[src/rtl/ins_loader.sv]
// rtl/ins_loader.sv - UART 8N1 receiver that packs bytes into 32-bit instruction-memory writes
module ins_loader #(
  parameter int CLKS_PER_BIT = 434,
  parameter int ADDR_W       = 8
) (
  input  logic              CLK,
  input  logic              RST,
  input  logic              RXD,
  input  logic              START,
  output logic              WE,
  output logic [31:0]       W_Ins,
  output logic [ADDR_W-1:0] W_Addr,
  output logic              BUSY,
  output logic              ERR
);

  localparam int TW = $clog2(CLKS_PER_BIT) + 1;
  localparam logic [TW-1:0] HALF_BIT = TW'(CLKS_PER_BIT / 2);
  localparam logic [TW-1:0] LAST_TICK = TW'(CLKS_PER_BIT - 1);

  typedef enum logic [1:0] {
    ST_IDLE,
    ST_START,
    ST_DATA,
    ST_STOP
  } state_t;

  state_t      state;
  state_t      state_nx;
  logic        rx_meta;
  logic        rxs;
  logic [TW-1:0] tmr;
  logic [2:0]  bit_idx;
  logic [7:0]  shreg;
  logic [23:0] asm_word;
  logic [1:0]  byte_cnt;
  logic        we_r;

  logic        tmr_clr;
  logic        shift_en;
  logic        byte_ok;
  logic        frame_err;

  // Two-flop synchronizer; idles high so reset does not look like a start bit
  always_ff @(posedge CLK or posedge RST) begin
    if (RST) begin
      rx_meta <= 1'b1;
      rxs     <= 1'b1;
    end else begin
      rx_meta <= RXD;
      rxs     <= rx_meta;
    end
  end

  // Receiver state register
  always_ff @(posedge CLK or posedge RST) begin
    if (RST) begin
      state <= ST_IDLE;
    end else begin
      state <= state_nx;
    end
  end

  // Receiver next-state and per-cycle sampling strobes; START overrides all
  always_comb begin
    state_nx  = state;
    tmr_clr   = 1'b0;
    shift_en  = 1'b0;
    byte_ok   = 1'b0;
    frame_err = 1'b0;
    case (state)
      ST_IDLE: begin
        tmr_clr = 1'b1;
        if (!rxs) begin
          state_nx = ST_START;
        end
      end
      ST_START: begin
        if (tmr == HALF_BIT) begin
          tmr_clr  = 1'b1;
          state_nx = rxs ? ST_IDLE : ST_DATA;
        end
      end
      ST_DATA: begin
        if (tmr == LAST_TICK) begin
          tmr_clr  = 1'b1;
          shift_en = 1'b1;
          if (bit_idx == 3'd7) begin
            state_nx = ST_STOP;
          end
        end
      end
      ST_STOP: begin
        if (tmr == LAST_TICK) begin
          tmr_clr  = 1'b1;
          state_nx = ST_IDLE;
          if (rxs) begin
            byte_ok = 1'b1;
          end else begin
            frame_err = 1'b1;
          end
        end
      end
      default: begin
        state_nx = ST_IDLE;
        tmr_clr  = 1'b1;
      end
    endcase
    if (START) begin
      state_nx  = ST_IDLE;
      tmr_clr   = 1'b1;
      shift_en  = 1'b0;
      byte_ok   = 1'b0;
      frame_err = 1'b0;
    end
  end

  // Bit timer, bit shifter, word assembly and write-port registers
  always_ff @(posedge CLK or posedge RST) begin
    if (RST) begin
      tmr      <= '0;
      bit_idx  <= '0;
      shreg    <= '0;
      asm_word <= '0;
      byte_cnt <= '0;
      we_r     <= 1'b0;
      W_Ins    <= '0;
      W_Addr   <= '0;
      ERR      <= 1'b0;
    end else begin
      tmr <= tmr_clr ? '0 : tmr + 1'b1;

      if (state == ST_IDLE) begin
        bit_idx <= '0;
      end else if (shift_en) begin
        bit_idx <= bit_idx + 1'b1;
      end

      // LSB arrives first, so shift in from the top
      if (shift_en) begin
        shreg <= {rxs, shreg[7:1]};
      end

      we_r <= 1'b0;
      // Address advances the cycle after the write it labelled
      if (we_r) begin
        W_Addr <= W_Addr + 1'b1;
      end

      if (byte_ok) begin
        if (byte_cnt == 2'd3) begin
          W_Ins    <= {asm_word, shreg};
          we_r     <= 1'b1;
          byte_cnt <= '0;
        end else begin
          asm_word <= {asm_word[15:0], shreg};
          byte_cnt <= byte_cnt + 1'b1;
        end
      end

      // A bad stop bit poisons the whole partial word
      if (frame_err) begin
        ERR      <= 1'b1;
        byte_cnt <= '0;
      end

      if (START) begin
        W_Addr   <= '0;
        byte_cnt <= '0;
        ERR      <= 1'b0;
        we_r     <= 1'b0;
      end
    end
  end

  assign WE   = we_r & ~START;
  assign BUSY = (state != ST_IDLE);

endmodule
[config.mk]
export PLATFORM = sky130hd
export DESIGN_NAME = ins_loader
export DESIGN_NICKNAME = d
export VERILOG_FILES = /design/src/rtl/ins_loader.sv
export SDC_FILE = /design/constraint.sdc
export NUM_CORES = 1
export LEC_CHECK = 0
export ABC_AREA = 1
export CELL_PAD_IN_SITES_DETAIL_PLACEMENT = 0
export CELL_PAD_IN_SITES_GLOBAL_PLACEMENT = 1
export CORE_UTILIZATION = 45
export CTS_BUF_LIST = sky130_fd_sc_hd__clkbuf_2
export DETAILED_ROUTE_END_ITERATION = 7
export GPL_TIMING_DRIVEN = 0
export PLACE_DENSITY_LB_ADDON = 0.3
export SYNTH_ARGS = -nofsm -noshare
export SYNTH_HDL_FRONTEND = slang
export SYNTH_SLANG_ARGS = --single-unit
[constraint.sdc]
create_clock -name CLK -period 7.6 [get_ports CLK]
set_input_delay 2.28 -clock CLK [delete_from_list [all_inputs] [get_ports CLK]]
set_output_delay 2.28 -clock CLK [all_outputs]
set_load 0.005 [all_outputs]
Yosys cells after proc, flatten, opt, wreduce, memory -nomap -nowiden
Index checks and enable logic that the tools add are counted.

Flip-flop bits (word level): 93. Latch bits: 0. Bits in writable memories: 0. ROM bits: 0. Word-level logic and storage cells: 77. Memories: 0.

Add/subtract/negate cells: 4. Multiply operators: 0. Div/mod/pow operators: 0. Magnitude comparators: 0. Eq/ne operators: 12. Shifts and indexed selects: 0. Multiplexer cells: 36. Bitwise logic cells: 3. Reductions and logical operators: 10.

Operators with widths (number): two-way mux 2 bit (11); two-way mux 1 bit (18); two-way mux 8 bit (2); != test 3 bit (second input constant) (5); adder 10 x 1 -> 10 bit (second input constant) (1); equality test 10 x 8 -> 1 bit (second input constant) (1); equality test 10 x 9 -> 1 bit (second input constant) (1); two-way mux 10 bit (1); adder 8 x 1 -> 8 bit (second input constant) (1); case mux 2 bit (4 select lines) (1); nonzero test 2 bit (4); equality test 2 bit (second input constant) (3); two-way mux 3 bit (2); AND reduction 5 bit (1); AND reduction 2 bit (2); adder 3 x 1 -> 3 bit (second input constant) (1); equality test 3 bit (second input constant) (1); case mux 1 bit (3 select lines) (1); nonzero test 3 bit (1); adder 2 x 1 -> 2 bit (second input constant) (1); equality test 2 x 1 -> 1 bit (second input constant) (1); zero test 2 bit (1); inverter 1 bit (2); OR reduction 2 bit (1); AND 1 bit (1).

Logic depth before layout (Yosys ltp)
Depth in word-level cells: 7. Depth in mapped cells: 11. Mapped depth without buffers: 11.

Least setup slack after synthesis
No wires, ideal clock.

Path type: input -> output. Start point: input port START. End point: output port WE. Data arrival time: 2446 ps. Data required time: 5320 ps. Setup slack: 2874 ps. Cell stages on the path: 1. Buffers on the path: 0. Cell sequence: nor2_1.

Cells in the longest elaborated chain, start to end: 2.

Ends and longest elaborated chain: from (decl) (RTL line 9) `input logic START,`; inverter 1 bit (RTL line 176) `assign WE = we_r & ~START;`; AND 1 bit (RTL line 176); to (decl) (RTL line 10) `output logic WE,`.

No other way between the ends.

Worst setup path after layout
Same ends and word-level chain as after synthesis.

==> impl.org <==
** Place
- Count of placed standard cells including taps :: 612
- Once detailed placement completed, the half-perimeter wirelength came to 5.67 mm.
- Buffers on Ports :: 46
- Final RePlAce weighted congestion :: 0.771

** Die
- Number of cell rows :: 33
- The die is 95.8 um tall.
- Effective utilization at floorplan :: between 40 and 50%
- Core region area :: roughly 8400 um^2
- Full die area :: between 9000 and 10,000 um^2
- From left edge to right edge, the die measures 95.8 um.
- During I/O placement, the number of pins put on the boundary was 47.

** Logic synthesis
- During synthesis, Yosys emitted a total of 0 warnings.
- The share of the Yosys chip area taken by registers is 58.8%.
- Mapped cell area :: 3960 um^2
- Averaged over all synthesized cells, the footprint is 8.61 um^2.
- After synthesis the netlist holds a flip-flop and latch count of 93.
- Unique masters post-synth :: 29
- Net count of the mapped netlist :: 470
- Number of instances in the synthesized netlist :: 460

** STA
- Based on the critical path, the design can be clocked at up to 170 MHz.
- The routed design could run at a clock period as short as 5880 ps.
- Setup TNS after final layout :: 0 ps
- Post-route fraction of the period consumed by the critical path :: 77.4%
- The count of pins over their slew limit came to 0.
- Unrepaired setup endpoints after global routing :: false
- Worst slew pin tran :: around 600 ps
- Final count of hold timing violations :: 0
- Headroom to the max-slew limit came out at 59.7%.
- Final clock skew :: approximately 46 ps
- Finish-stage setup viols :: 0

** Detailed routing
- Detailed Route WL :: 8.01 mm
- Dividing the detail-routed wire length by the instance count gives 12.8 um.
- For this run, design rule violations remaining after detail routing come to 0.
- Post-DRT Antenna Nets :: 0
- Count of routing violations after the opening detailed-route iteration :: 166
- Via count :: 3,071
- For this run, the detailed router's first-pass iteration total came to 4.
- Number of vias per cell :: between 4 and 5

** Worst setup path
- Arrival @ worst endpoint :: 3600 ps
- Count of buffer and inverter cells on the critical path :: 2
- The critical path goes through clkdlybuf4s50_1 > nor2_1 > clkdlybuf4s50_1.
- STA classifies the critical path endpoint as an output port.
- In this design, the largest share of critical-path delay is due to buffers and inverters.
- Along the worst path, the maximum fanout reaches 6.
- Library cell contributing the largest single delay on the critical path :: sky130_fd_sc_hd__clkdlybuf4s50_1
- STA classifies the critical path startpoint as a primary input.
- For the worst setup path, the data required time is between 5000 and 6000 ps.
- Critical setup path kind :: primary input to output port
- Most numerous cell on the critical path :: sky130_fd_sc_hd__clkdlybuf4s50_1
- In this design, the stage delay of the slowest critical-path cell is around 560 ps.

** Layout
- Area growth from synthesis to final layout :: 18.3%
- Commonest cells after routing, fill and taps aside :: sky130_fd_sc_hd__nand2_1 (178), sky130_fd_sc_hd__dfrtp_1 (91), sky130_fd_sc_hd__clkdlybuf4s50_1 (46)
- Leaving out fill and tap cells, the most frequent cell in the layout is sky130_fd_sc_hd__nand2_1.
- The filler cells instantiated in the layout total 822.
- Cells fill 55.9% of the core in the end.
- Fraction of layout cells with a size suffix above 1 :: between 6 and 7%
- At the end of the flow, the number of nets in the layout was 528.
- Excluding fillers, the count of instances in the completed layout stands at roughly 630.
- Diodes inserted :: 0

** Clock tree
- Clock tree synthesis found a total of slightly above 90 sinks.
- Buffer depth of the longest clock path :: 2
- Deepest level of the CTS H-tree :: 3
- CTS tree :: yes
- The root buffer cell chosen for the clock tree is sky130_fd_sc_hd__clkbuf_2.
- Number of buffers added by the clock tree synthesis step :: 9
- Postcts setup bufs :: 0
- Post-cts hold buffer count :: 0
- Worst-Skew Late Latency :: 560 ps
- In this run, post-CTS repair resized a total of 0 instances.
- Clock slew at the register clock pins of the worst setup and hold paths :: 210 ps

** Global route
- Via count of the first global-routing pass :: 2,840
- Largest net degree at the start of global routing :: 57
- Global-route wire length before repair :: between 10 and 15 mm
- Global routing used 31.2% of the available met2 tracks.
- The total overflow left after global routing is 0.
- Met1 track demand over resource :: 26.7%
- Global-route usage over all layers :: between 10% and 20%
- Met3 demand-to-capacity share in global routing :: 3.24%
- The number of antenna violations at the first check in global routing came to 0.
- Layer carrying the most global-route usage :: met2

** Power and ir drop
- PnR Total Power :: just over 800 uW
- VDD IR-drop max :: between 0.00008 and 0.00009 V
- Static leakage :: 0.00246 uW
- Power spread over the standard cell area amounts to 175 nW/um^2.

** Status
- The run finished with clean final reports.

** Hold path
- Min-delay worst type :: flop to flop

** Flow run
- Number of violations of the max-capacitance limit :: 0
state kept, by name (all words and copies together), names as in the netlist:
signal	count
tmr	10
rx_meta	1
ERR	1
W_Ins	32
byte_cnt	2
W_Addr	8
rxs	1
state	2
bit_idx	3
asm_word	24
shreg	8
we_r	1
cell usage after synthesis (all sizes together):
cell type    n  share of area, %
nand2      179                17
dfstp        2               1.3
nand3       17               2.3
inv         35               3.3
o21ai       13               1.6
xnor2        2              0.44
ha           6               1.9
nor2        45               4.3
buf          7               1.2
clkbuf      11               1.0
and3         1              0.16
nand4       25               3.9
a21oi       14               1.8
nor3         4              0.79
dfrtp       91                58
a211oi       1              0.19
o21bai       1              0.19
xor2         2              0.44
or2          1              0.16
clkinv       2              0.19
nor3b        1              0.19
path summary, 6_finish.rpt:
| kind | from | endpoint | slack, ps | cells after the start |
|---|---|---|---|---|
| max in group asynchronous | RST | rx_meta$_DFF_PP1_ | 4810 | 3 |
| worst max register to register | tmr[1]$_DFF_PP0_ | W_Ins[28]$_DFFE_PP0P_ | 5600 | 8 |
| min in group asynchronous | RST | W_Ins[26]$_DFFE_PP0P_ | 2050 | 2 |
| worst max-delay path | START | WE | 1720 | 3 |
| worst min register to register | rx_meta$_DFF_PP1_ | rxs$_DFF_PP1_ | 370 | 0 |
| worst min-delay path | rx_meta$_DFF_PP1_ | rxs$_DFF_PP1_ | 370 | 0 |
routing by layer:
metal	wire (um)	share of wire (%)
met1	3930	49
met2	3710	46
met3	273	3.4
met4	101	1.3
met5	0	0
stage by stage:
step	hold slack [ps]	area (um^2)	setup slack (ps)
6_report	372	4680	1720
5_1_grt	381	4680	1660
4_1_cts	373	4680	1700
3_5_place_dp	347	4580	1700
3_3_place_gp	346	4550	1470
2_1_floorplan	345	3960	2870
layout make-up:
| class | count | area, um^2 | share of cell area [%] |
|---|---|---|---|
| clock buffers | 9 | 45.0 | 0.962 |
| multi-input cells | 312 | 1400 | 30.0 |
| repair buffers | 47 | 488 | 10.4 |
| well taps | 105 | 131 | 2.80 |
| inverters | 37 | 141 | 3.02 |
| flip-flops and latches | 93 | 2330 | 49.7 |
| plain buffers | 18 | 87.6 | 1.87 |
| clock inverters | 7 | 57.6 | 1.23 |
cell families (layout without fill, tap and decap cells):
logic type      after synthesis  count (layout)  synth area share [%]
flops                        93              93                  58.8
fa+ha+maj                     6               6                  1.90
compound gates               29              29                  3.79
simple gates                273             273                  28.9
xor+xnor                      4               4                 0.885
buf+inv                      55             118                  5.72
worst reg2reg max path, stage by stage (launching register included):
cell	delay [ps]
sky130_fd_sc_hd__dfrtp_1	450
sky130_fd_sc_hd__inv_1	60
sky130_fd_sc_hd__ha_1	190
sky130_fd_sc_hd__nand3_1	180
sky130_fd_sc_hd__nor3_4	370
sky130_fd_sc_hd__nand2_2	160
sky130_fd_sc_hd__clkbuf_1	320
sky130_fd_sc_hd__nand2_1	140
sky130_fd_sc_hd__nand2_1	60
power breakdown:
group | internal, uW | switching [uW] | leakage [uW]
Clock | 47.8 | 177 | 0.0000608
Combinational | 28.7 | 54.0 | 0.00115
Sequential | 504 | 6.98 | 0.00125
No activity file was read; power rests on OpenSTA's default activity.
==> variant 1: new RTL, same flow settings <==
`ADDR_W`: 8 -> 10.
--- a/src/rtl/ins_loader.sv
+++ b/src/rtl/ins_loader.sv
@@ -2,5 +2,5 @@
 module ins_loader #(
   parameter int CLKS_PER_BIT = 434,
-  parameter int ADDR_W       = 8
+  parameter int ADDR_W       = 10
 ) (
   input  logic              CLK,
Interface: changed (resized W_Addr); port bits go from 47 to 49. No check against the original RTL was run, so the function may have changed too.
==> variant 1 against the unedited design <==
Final cell count grew 2.1%. Final area grew 3.2%. Sequential power grew 2%. Power grew 3.7%. Area after synthesis grew 3.4%. Clock skew shrank 14 ps. Sequential cell count grew 2. Routed wire length grew 3.1%. Setup slack gained 370 ps. Critical path type unchanged.
==> variant 1: results (changes against the unedited design) <==
biggest regs -> W_Ins (32), asm_word (24)
outcome -> complete, no violations
DP Cell Count -> 626 (+2.3%)
# nets final -> 539 (+2.1%)
Arrival @ worst endpoint -> 3240 ps (-360 ps)
most frequent cells after synthesis -> nand2_1 (177), dfrtp_1 (93), nor2_1 (45)
Via density -> 4.892 (about the same)
sequential area share after synthesis -> 58.13% (-0.70 points)
Synth Area in Compound Gates -> 3.973% (+0.18 points)
hold slack final -> 373.9 ps (+1.857 ps)
Final Non-Filler Cells -> 641 (+2.1%)
met1 wire length -> 4.108 mm (+4.5%)
Mean Syn Cell Area -> 8.710 um2 (+1.2%)
M2 GR Usage -> 28.83% (-2.4 points)
Crit path largest cell delay -> 540 ps (-20 ps)
synth unique cells -> 32 (+10%)
post-synth net total -> 480 (+2.1%)
Post-Place Setup Slack -> 2073 ps (+377.4 ps)
Adder-Cell Fraction of Synth Area -> 1.834% (-0.062 points)
placed instance area -> 0.004730 mm2 (+3.2%)
initial DRC count -> 164 (-1.2%)
routed length on met3 -> 232 um (-15%)
wire per inst -> 12.89 um (+1.0%)
crit-path max FO -> 7 (+1)
met1 Resource Use GR -> 27.56% (+0.89 points)
-- variant 1: cell count changes after synthesis, moves of 3 or more --
cell,unedited run,this run
clkbuf_1,11,8
inv_1,32,28
nand3_1,16,13
nor3_1,3,7
o21ai_0,6,13
o21ai_1,7,0
xor2_1,2,5
-- variant 1: final cells by class --
| class | count | area (um2) |
|---|---|---|
| Clock inverter | 6 | 60.06 |
| Timing Repair Buffer | 48 | 498.0 |
| Multi-Input combinational cell | 321 | 1481 |
| Tap cell | 108 | 135.1 |
| Clock buffer | 9 | 45.04 |
| Sequential cell | 95 | 2380 |
| Fill cell | 832 | 3929 |
| Inverter | 34 | 130.1 |
| Buffer | 20 | 105.1 |
-- variant 1: power groups by stage --
stage	Sequential [W]	Combinational [W]	Clock (W)
2_1_floorplan	0.000530	0.0000619	0
3_3_place_gp	0.000531	0.0000860	0
3_5_place_dp	0.000532	0.0000885	0
4_1_cts	0.000523	0.0000892	0.000247
5_1_grt	0.000526	0.000102	0.000269
6_report	0.000523	0.0000874	0.000238
==> variant 2: new RTL, config.mk and constraints unchanged <==
Made on the original files. Make the reset (`RST`) synchronous in 3 clocked blocks.
--- a/src/rtl/ins_loader.sv
+++ b/src/rtl/ins_loader.sv
@@ -43,5 +43,5 @@
 
   // Two-flop synchronizer; idles high so reset does not look like a start bit
-  always_ff @(posedge CLK or posedge RST) begin
+  always_ff @(posedge CLK) begin
     if (RST) begin
       rx_meta <= 1'b1;
@@ -54,5 +54,5 @@
 
   // Receiver state register
-  always_ff @(posedge CLK or posedge RST) begin
+  always_ff @(posedge CLK) begin
     if (RST) begin
       state <= ST_IDLE;
@@ -117,5 +117,5 @@
 
   // Bit timer, bit shifter, word assembly and write-port registers
-  always_ff @(posedge CLK or posedge RST) begin
+  always_ff @(posedge CLK) begin
     if (RST) begin
       tmr      <= '0;
Function: differs if RST is asserted again (counterexample within 4 cycles, from zero or initial values and one cycle with RST high); with RST held inactive, the same outputs for 10 cycles.
==> variant 2 against the unedited design <==
Clock skew shrank 26 ps. Routed wire length shrank 2.3%. Sequential share of layout area shrank 10 points. Final area grew 0.16%. Area after synthesis grew 0.66%. Sequential cell count is the same. Setup slack gained 120 ps. Worst hold slack gained 72 ps. Global-route usage shrank 0.78 points. Final cell count grew 19%.
Power is not compared: it rests on default switching activity, and its combinational part moved more than twofold at a synthesized area within 25%.
==> variant 2: results (changes against the unedited design) <==
outcome -> complete, no violations
crit-path max FO -> 5 (-1)
Hold Path Depth -> 1 (+1)
sequential area share after synthesis -> 46.70% (-12 points)
synth unique cells -> 28 (-3.4%)
hold worst-path end -> rxs$_SDFF_PP1_
fillcell total -> 850 (+3.4%)
multi-input combinational area share -> 35.68% (+5.7 points)
most frequent cells after synthesis -> nor2_1 (163), nand2_1 (149), dfxtp_1 (93)
DP HPWL -> 5.790 mm (+2.2%)
Final Non-Filler Cells -> 748 (+19%)
Reg-to-Reg End -> asm_word[23]$_SDFFE_PP0P_
# nets final -> 648 (+23%)
hold path startpoint -> rx_meta$_SDFF_PP1_
vias post-DR -> 3,336 (+8.6%)
layout cell share with drive strength beyond 1 -> 6.843% (+0.15 points)
Adder-Cell Fraction of Synth Area -> 1.883% (-0.012 points)
Non-CTS buffers -> 64 (-1.5%)
full die area -> 0.009239 mm2 (+0.65%)
worst clock skew -> 20.67 ps (-25.64 ps)
Non-CTS inverters -> 86 (+130%)
global-route wire length before repair -> 13.30 mm (-1.7%)
Reg clk slew, reported paths -> 230 ps (+20 ps)
R2R depth -> 9 (+1)
Synth Area in XOR/XNOR -> 0.6591% (-0.23 points)
placed instance area -> 0.004578 mm2 (about the same)
Post-synth ARST share -> 0% (-100 points)
Top FF cell, synth -> dfxtp_1
Synth Area in Compound Gates -> 3.641% (-0.15 points)
largest net degree at the start of global routing -> 16 (-72%)
Multi-Input Combinational -> 384 (+23%)
initial DRC count -> 103 (-38%)
Setup WS post-layout -> 1836 ps (+120.7 ps)
Sequential Area -> 0.001862 mm2 (-20%)
vias in the first global route -> 2,941 (+3.6%)
Total Routing Usage GR -> 18.79% (-0.78 points)
[variant 2: cell types whose count changed after synthesis, moves of 4 or more]
| cell | before | now |
|---|---|---|
| nand2_1 | 178 | 149 |
| dfxtp_1 | 0 | 93 |
| o21ai_1 | 7 | 0 |
| buf_6 | 1 | 5 |
| dfrtp_1 | 91 | 0 |
| nor3_1 | 3 | 8 |
| nor2_1 | 44 | 163 |
| clkbuf_1 | 11 | 3 |
| nand3_1 | 16 | 9 |
| inv_1 | 32 | 84 |
| nand4_1 | 25 | 3 |
[variant 2: power by group]
group | internal [W] | switching, W | total [W] | leakage (nW)
registers | 0.000490 | 0.000000439 | 0.000490 | 0.749
logic | 0.00000514 | 0.0000109 | 0.0000160 | 1.42
clock network | 0.0000765 | 0.000164 | 0.000240 | 0.0679
[variant 2: routing by layer]
metal	track usage, %	vias to the layer above	routed length [um]
met1	25.23	1427	4001
met2	30.14	54	3436
met3	3.318	10	287
met4	6.716	0	102
met5	0	-	0
li1	-	1845	-
